[config.mk]
export PLATFORM = sky130hd
export DESIGN_NAME = project_select_ctrl
export DESIGN_NICKNAME = d
export VERILOG_FILES = /design/src/rtl/project_select_pkg.sv /design/src/rtl/cycle_timer.sv /design/src/rtl/project_select_ctrl.sv
export SDC_FILE = /design/constraint.sdc
export NUM_CORES = 1
export LEC_CHECK = 0
export ABC_CLOCK_PERIOD_IN_PS = 2200
export BUFFER_PORTS_ARGS = -buffer_cell sky130_fd_sc_hd__buf_2
export CAP_MARGIN = 20
export CORE_MARGIN = 2
export CORE_UTILIZATION = 40
export DETAILED_ROUTE_END_ITERATION = 6
export PLACE_DENSITY = 0.72
export REMOVE_ABC_BUFFERS = 1
export SETUP_SLACK_MARGIN = 0.4
export SLEW_MARGIN = 20
export SYNTH_ARGS = -nofsm -noshare
export SYNTH_HDL_FRONTEND = slang
export SYNTH_SLANG_ARGS = --single-unit
[constraint.sdc]
create_clock -name clk -period 2.2 [get_ports clk]
set_clock_uncertainty 0.2 [all_clocks]
set_input_delay 0.66 -clock clk [delete_from_list [all_inputs] [get_ports clk]]
set_output_delay 0.66 -clock clk [all_outputs]
set_load 0.005 [all_outputs]
[src/rtl/project_select_pkg.sv]
// Shared encodings for the multi-project pad-bank selector.
// The firmware and the pad mux also use these encodings.
package project_select_pkg;

  typedef enum logic [1:0] {
    ST_IDLE   = 2'd0,
    ST_DRAIN  = 2'd1,
    ST_SWITCH = 2'd2,
    ST_HOLD   = 2'd3
  } state_t;

  localparam int unsigned PROJ_ID_0 = 0;
  localparam int unsigned PROJ_ID_1 = 1;
  localparam int unsigned PROJ_ID_2 = 2;
  localparam int unsigned PROJ_ID_3 = 3;
  localparam int unsigned PROJ_ID_4 = 4;
  localparam int unsigned PROJ_ID_5 = 5;
  localparam int unsigned PROJ_ID_6 = 6;
  localparam int unsigned PROJ_ID_7 = 7;

endpackage

[src/rtl/cycle_timer.sv]
// Loadable down-counter with a zero flag. It stops at zero and never wraps.
// The DRAIN and HOLD phases of the selector both use this counter.
module cycle_timer #(
  parameter int unsigned CNT_W = 8
) (
  input  logic             clk,
  input  logic             reset_n,
  input  logic             load,
  input  logic [CNT_W-1:0] load_val,
  input  logic             count,
  output logic             zero_c
);

  logic [CNT_W-1:0] cnt;

  always_ff @(posedge clk or negedge reset_n) begin
    if (!reset_n) begin
      cnt <= '0;
    end else if (load) begin
      cnt <= load_val;
    end else if (count && (cnt != '0)) begin
      cnt <= cnt - CNT_W'(1);
    end
  end

  assign zero_c = (cnt == '0);

endmodule

[src/rtl/project_select_ctrl.sv]
// Grants the shared user-area pads to one project at a time.
// Every other project is held in reset. A switch runs tristate, drain, remap, hold, then release.
module project_select_ctrl
  import project_select_pkg::*;
#(
  parameter int unsigned NUM_PROJ     = 8,
  parameter int unsigned SEL_W        = 3,
  parameter int unsigned DRAIN_CYCLES = 4,
  parameter int unsigned RESET_CYCLES = 16,
  parameter int unsigned CNT_W        = 8
) (
  input  logic                clk,
  input  logic                reset_n,
  input  logic                sel_req_valid,
  input  logic [SEL_W-1:0]    sel_req_id,
  output logic                sel_req_ready,
  output logic [SEL_W-1:0]    active_id,
  output logic                active_valid,
  output logic [NUM_PROJ-1:0] proj_reset,
  output logic                busy,
  output logic                err_bad_id
);

  state_t           state;
  logic [SEL_W-1:0] next_id;

  logic             accept_c;
  logic             id_ok_c;
  logic             tmr_load_c;
  logic             tmr_count_c;
  logic             tmr_zero_c;
  logic [CNT_W-1:0] tmr_val_c;

  // Decode requests and derive the timer controls from the current state.
  always_comb begin
    accept_c    = (state == ST_IDLE) && sel_req_valid;
    id_ok_c     = 32'(sel_req_id) < NUM_PROJ;
    tmr_load_c  = 1'b0;
    tmr_count_c = 1'b0;
    tmr_val_c   = CNT_W'(DRAIN_CYCLES - 1);
    case (state)
      ST_IDLE:   tmr_load_c = accept_c && id_ok_c;
      ST_DRAIN:  tmr_count_c = 1'b1;
      ST_SWITCH: begin
        tmr_load_c = 1'b1;
        tmr_val_c  = CNT_W'(RESET_CYCLES - 1);
      end
      ST_HOLD:   tmr_count_c = 1'b1;
      default:   tmr_load_c = 1'b0;
    endcase
  end

  cycle_timer #(.CNT_W(CNT_W)) u_timer (
    .clk      (clk),
    .reset_n  (reset_n),
    .load     (tmr_load_c),
    .load_val (tmr_val_c),
    .count    (tmr_count_c),
    .zero_c   (tmr_zero_c)
  );

  always_ff @(posedge clk or negedge reset_n) begin
    if (!reset_n) begin
      state         <= ST_IDLE;
      next_id       <= '0;
      active_id     <= SEL_W'(PROJ_ID_0);
      active_valid  <= 1'b0;
      proj_reset    <= '1;
      err_bad_id    <= 1'b0;
      sel_req_ready <= 1'b1;
      busy          <= 1'b0;
    end else begin
      err_bad_id <= 1'b0;
      case (state)
        ST_IDLE: begin
          if (accept_c && !id_ok_c) begin
            err_bad_id <= 1'b1;
          end else if (accept_c) begin
            next_id       <= sel_req_id;
            active_valid  <= 1'b0;
            proj_reset    <= proj_reset | (NUM_PROJ'(1) << active_id);
            sel_req_ready <= 1'b0;
            busy          <= 1'b1;
            state         <= ST_DRAIN;
          end
        end
        // The remap is registered on the DRAIN exit so the new select is visible during the SWITCH cycle.
        ST_DRAIN: begin
          if (tmr_zero_c) begin
            active_id <= next_id;
            state     <= ST_SWITCH;
          end
        end
        ST_SWITCH: state <= ST_HOLD;
        ST_HOLD: begin
          if (tmr_zero_c) begin
            proj_reset    <= ~(NUM_PROJ'(1) << next_id);
            active_valid  <= 1'b1;
            sel_req_ready <= 1'b1;
            busy          <= 1'b0;
            state         <= ST_IDLE;
          end
        end
        default: state <= ST_IDLE;
      endcase
    end
  end

endmodule

Yosys cells after proc, flatten, opt, wreduce, memory -nomap -nowiden
Index checks and enable logic that the tools add are counted.
{"block": "classes", "addsub": 1, "eq_ne": 6, "shifts": 2, "muxes": 18, "bitwise": 2, "reduce_logical": 12}
{"operator": "$mux 8", "count": 4}
{"operator": "$pmux 8 s2", "count": 1}
{"operator": "$shl 1x3->8 const A", "count": 2}
{"operator": "$logic_not 8->1", "count": 1}
{"operator": "$not 8->8", "count": 1}
{"operator": "$or 8x8->8", "count": 1}
{"operator": "$pmux 2 s4", "count": 1}
{"operator": "$reduce_bool 8->1", "count": 1}
{"operator": "$sub 8x1->8 const B", "count": 1}
{"operator": "$mux 2", "count": 3}
{"operator": "$ne 2x2->1 const B", "count": 3}
{"operator": "$pmux 1 s2", "count": 3}
{"operator": "$reduce_and 3->1", "count": 2}
{"operator": "$mux 1", "count": 5}
{"operator": "$eq 2x2->1 const B", "count": 2}
{"operator": "$mux 4", "count": 1}
{"operator": "$reduce_and 2->1", "count": 2}
{"operator": "$reduce_bool 2->1", "count": 2}
{"operator": "$eq 2x1->1 const B", "count": 1}
{"operator": "$logic_and 1x1->1", "count": 2}
{"operator": "$logic_not 2->1", "count": 1}
{"operator": "$reduce_or 2->1", "count": 1}
{"block": "word_totals", "reg_bits": 27, "in_bits": 6, "output_inout_bits": 15, "word_cells": 49}

Logic depth before layout (Yosys ltp)
{"block": "logic_depth", "depth_word": 6, "mapped_depth": 8, "depth_no_buf": 6}

Hierarchy
From an unflattened synthesis, not the netlist that was laid out.
{"block": "unflattened", "cells_unflattened": 153, "area_unflattened_um2": 1544.0}
{"mod": "project_select_ctrl", "instances": 1, "cells_each": 95, "area_per_inst_um2": 1016.0, "seq_area_each_um2": 486.7}
{"mod": "cycle_timer", "instances": 1, "cells_each": 58, "area_per_inst_um2": 528.0, "seq_area_each_um2": 200.2}

Least setup slack after synthesis
Ideal clock, no wire load.
{"block": "synth_path", "kind": "reg2reg", "startpoint": "reg u_timer.cnt[5]", "endpoint": "reg proj_reset[2]", "setup_ns": 0.081, "arrival_ns": 1.946, "t_required_ns": 1.919, "path_slack_ns": -0.027, "path_stages_with_launch": 7, "n_path_buf": 2, "period_less_slack_ns": 2.227, "path_cell_list": "dfrtp_1 -> or4_1 -> buf_2 -> or4_1 -> buf_2 -> nor4b_2 -> o21ai_1"}
{"block": "synth_between", "elab_chain_len": 3}
{"element": "start: declaration", "line": "cycle_timer.sv:14", "source": "logic [CNT_W-1:0] cnt;"}
{"element": "start signal: assignment", "line": "cycle_timer.sv:20", "source": "cnt <= load_val;"}
{"element": "start signal: assignment", "line": "cycle_timer.sv:22", "source": "cnt <= cnt - CNT_W'(1);"}
{"element": "$logic_not 8->1", "line": "cycle_timer.sv:26", "source": "assign zero_c = (cnt == '0);"}
{"element": "$ne 2x2->1 (no line)"}
{"element": "$reduce_and 3->1 (no line)"}
{"element": "end signal: assignment", "line": "project_select_ctrl.sv:81", "source": "proj_reset <= proj_reset | (NUM_PROJ'(1) << active_id);"}
{"element": "end signal: assignment", "line": "project_select_ctrl.sv:97", "source": "proj_reset <= ~(NUM_PROJ'(1) << next_id);"}
{"element": "end: declaration", "line": "project_select_ctrl.sv:19", "source": "output logic [NUM_PROJ-1:0] proj_reset,"}
Every way passes these cells.
A chain may end at the register's enable or synchronous reset.

Final worst setup path
{"block": "layout_path", "startpoint": "reg u_timer.cnt[4]", "endpoint": "reg proj_reset[1]"}
Same word-level chain as after synthesis.

==> reports/metrics.csv <==
metric,value,unit
LEAKAGE,0.972,nW
vias in the first global route,1281,
post-cts hold buffer count,0,
cts bufs inserted,3,
worst hold-check path type,primary input to asynchronous set/reset pin,
warnings from Yosys,0,
initial antenna violation count,0,
Rows,22,
Worst R2R Start,u_timer.cnt[4],
final slew viol count,0,
Post-synth EDFFs,0,
worst path buffer plus inverter count,0,
Die Y,64.8,um
wire length per cell,14.8,um
Worst-path clk slew,0.09,ns
ys async rst share,100,%
Max Cap Viol,0,
number of antenna diodes,0,
GP Congestion,0.815,
Initial Util,41.0,%
Crit path required time,2.21,ns
clk sinks,27,
first-pass detailed-route iteration total,4,
register area share after synthesis,46.4,%
CTS tree,built,
unrepaired setup endpoints after global routing,yes,
core area,0.00361,mm2
critical path class,flip-flop to flip-flop,
clock period minus worst slack,2.11,ns
final core occ,62.1,%
Setup TNS,0,ns
DRC,0,
Die Width,64.8,um
largest net degree at the start of global routing,28,
"Distinct cells, synth",39,
routed vias/inst,5.08,
Most common cell on crit path,or4_4,
Layout Nets,222,
CP endpoint kind,flip-flop,
Post-synth top flop,dfrtp_1,
Max H-tree Level,1,
status,"complete, no violations",
I/O Pins,21,
"commonest non-fill, non-tap cell in the layout",buf_4,
cell family contributing the most delay on the critical path,simple AND/OR/NAND/NOR gates,
fill count,269,
Slowest Stage Delay on Critical Path,0.58,ns
final wirelength,3800,um
Final Setup Violations,0,
storage element area,688,um2
"flops & latches, synth",27,
Final HPWL DP,2370,um
Final Cycle Share,96.1,%
PwrDens,356,mW/mm2
R2R depth,4,
Relative slew margins,59.6,%
Max IR drop VDD,0.193,mV
r2r endpoint,proj_reset[1],
Max Freq,473,MHz
crit-path cells,"or4_4, or4_4, nor4b_4, o21ai_1",
area of the multi-input gates,980,um2
CP Launch Type,flip-flop,
critical-path maximum fanout,6,
post-synthesis area per instance,9.67,um2
Layout area overhead,51.4,%
first-pass GRT wire length,5970,um
Mapped Cells,153,
die area,0.00420,mm2
"Cell Area, Synth",0.00148,mm2
"commonest cells after routing, fill and taps aside","buf_4 (33), dfrtp_1 (17), buf_2 (17)",
Root Buffer Master,clkbuf_8,
Slowest cell on crit path,or4_4,
Iter 0 DRT Violations,76,
internal reg-to-reg setup slack,0.09,ns
critical path arrival,2.12,ns
gr ovfl total,0,
fraction of layout cells with a size suffix above 1,57.7,%
clk_lat worst skew,0.27,ns
IO Port Bufs,19,
GRT Total Usage,18.5,%
clk buf depth,2,
DR vias,1301,
Final ANT Viol Nets,0,
Final Hold Fails,0,
actual slew at the worst max-slew pin,0.607,ns
## synth_stat cells, drive strengths merged, types with 4 or more instances
library cell,n,area (um2)
a21oi,10,50.1
buf,5,26.3
clkbuf,4,16.3
dfrtp,18,450
dfstp,9,236
ha,7,87.6
inv,6,22.5
mux2,8,90.1
nand2,15,56.3
nor2,18,67.6
nor3,4,20.0
nor4,4,31.3
o21ai,13,65.1
## power breakdown
| part | internal (mW) | total [mW] | switching (mW) |
|---|---|---|---|
| logic | 0.00519 | 0.0207 | 0.0155 |
| registers | 0.497 | 0.497 | 0 |
| clock network | 0.130 | 0.281 | 0.151 |
| total | 0.632 | 0.798 | 0.167 |
## state kept, by name, indices dropped and copies added (netlist names)
register	count
sel_req_ready	1
u_timer.cnt	8
proj_reset	8
active_id	3
next_id	3
busy	1
active_valid	1
state	2
## per-layer routing
metal	up-vias	share of wire (%)	global-route usage, %
li1	632	-	-
met1	635	41	21.0
met2	26	54	35.2
met3	8	3.2	2.60
met4	0	1.6	5.59
met5	-	0	0
## metrics by stage
step	instance area (um2)	power, mW	worst slack (ns)	std cells	hold WS, ns
2_1_floorplan	1440	0.508	-0.0234	144	0.164
5_1_grt	2240	0.834	0.000155	256	0.221
4_1_cts	1990	0.810	0.0553	244	0.205
3_3_place_gp	1750	0.525	-0.0149	232	0.316
6_report	2240	0.798	0.0855	256	0.191
3_5_place_dp	1750	0.526	-0.0608	232	0.316
## worst reg2reg max path: stages, from the launching register on
cell	delay, ns
dfrtp_1	0.41
or4_4	0.53
or4_4	0.58
nor4b_4	0.24
o21ai_1	0.09
## repair_timing
item / CTS / global route
gates cloned: 0 / 0
resized for setup: 32 / 34
pin swaps: 9 / 17
setup endpoints to repair: 24 / 33
buffers inserted: 8 / 12
## area by class of cell
| cell class | instances | area share (%) |
|---|---|---|
| Clock buffer | 4 | 2.01 |
| Inverter | 6 | 1.01 |
| Multi-Input combinational cell | 111 | 43.7 |
| Sequential cell | 27 | 30.7 |
| Tap cell | 48 | 2.68 |
| Timing Repair Buffer | 60 | 19.9 |
## kinds of logic (layout without fill, tap and decap cells)
kind of cell | after synthesis | in the layout | synth area share [%]
flops | 27 | 27 | 46.4
simple gates | 61 | 61 | 22.9
fa+ha+maj | 7 | 7 | 5.92
buf+inv | 15 | 70 | 4.39
compound gates | 29 | 29 | 11.0
mux | 9 | 9 | 6.76
xor+xnor | 4 | 4 | 2.37
other cells | 1 | 1 | 0.253
## worst max-delay path by stage
stage	start	end	slack [ns]	cells after the start
2_1_floorplan	u_timer.cnt[0]	proj_reset[2]	-0.02	6
3_3_place_gp	u_timer.cnt[0]	proj_reset[2]	-0.01	6
3_5_place_dp	u_timer.cnt[0]	proj_reset[2]	-0.06	6
4_1_cts	u_timer.cnt[1]	proj_reset[1]	0.06	6
5_1_grt	u_timer.cnt[5]	proj_reset[1]	0.0002	4
6_report	u_timer.cnt[4]	proj_reset[1]	0.09	4
No activity file was read; power rests on OpenSTA's default activity.
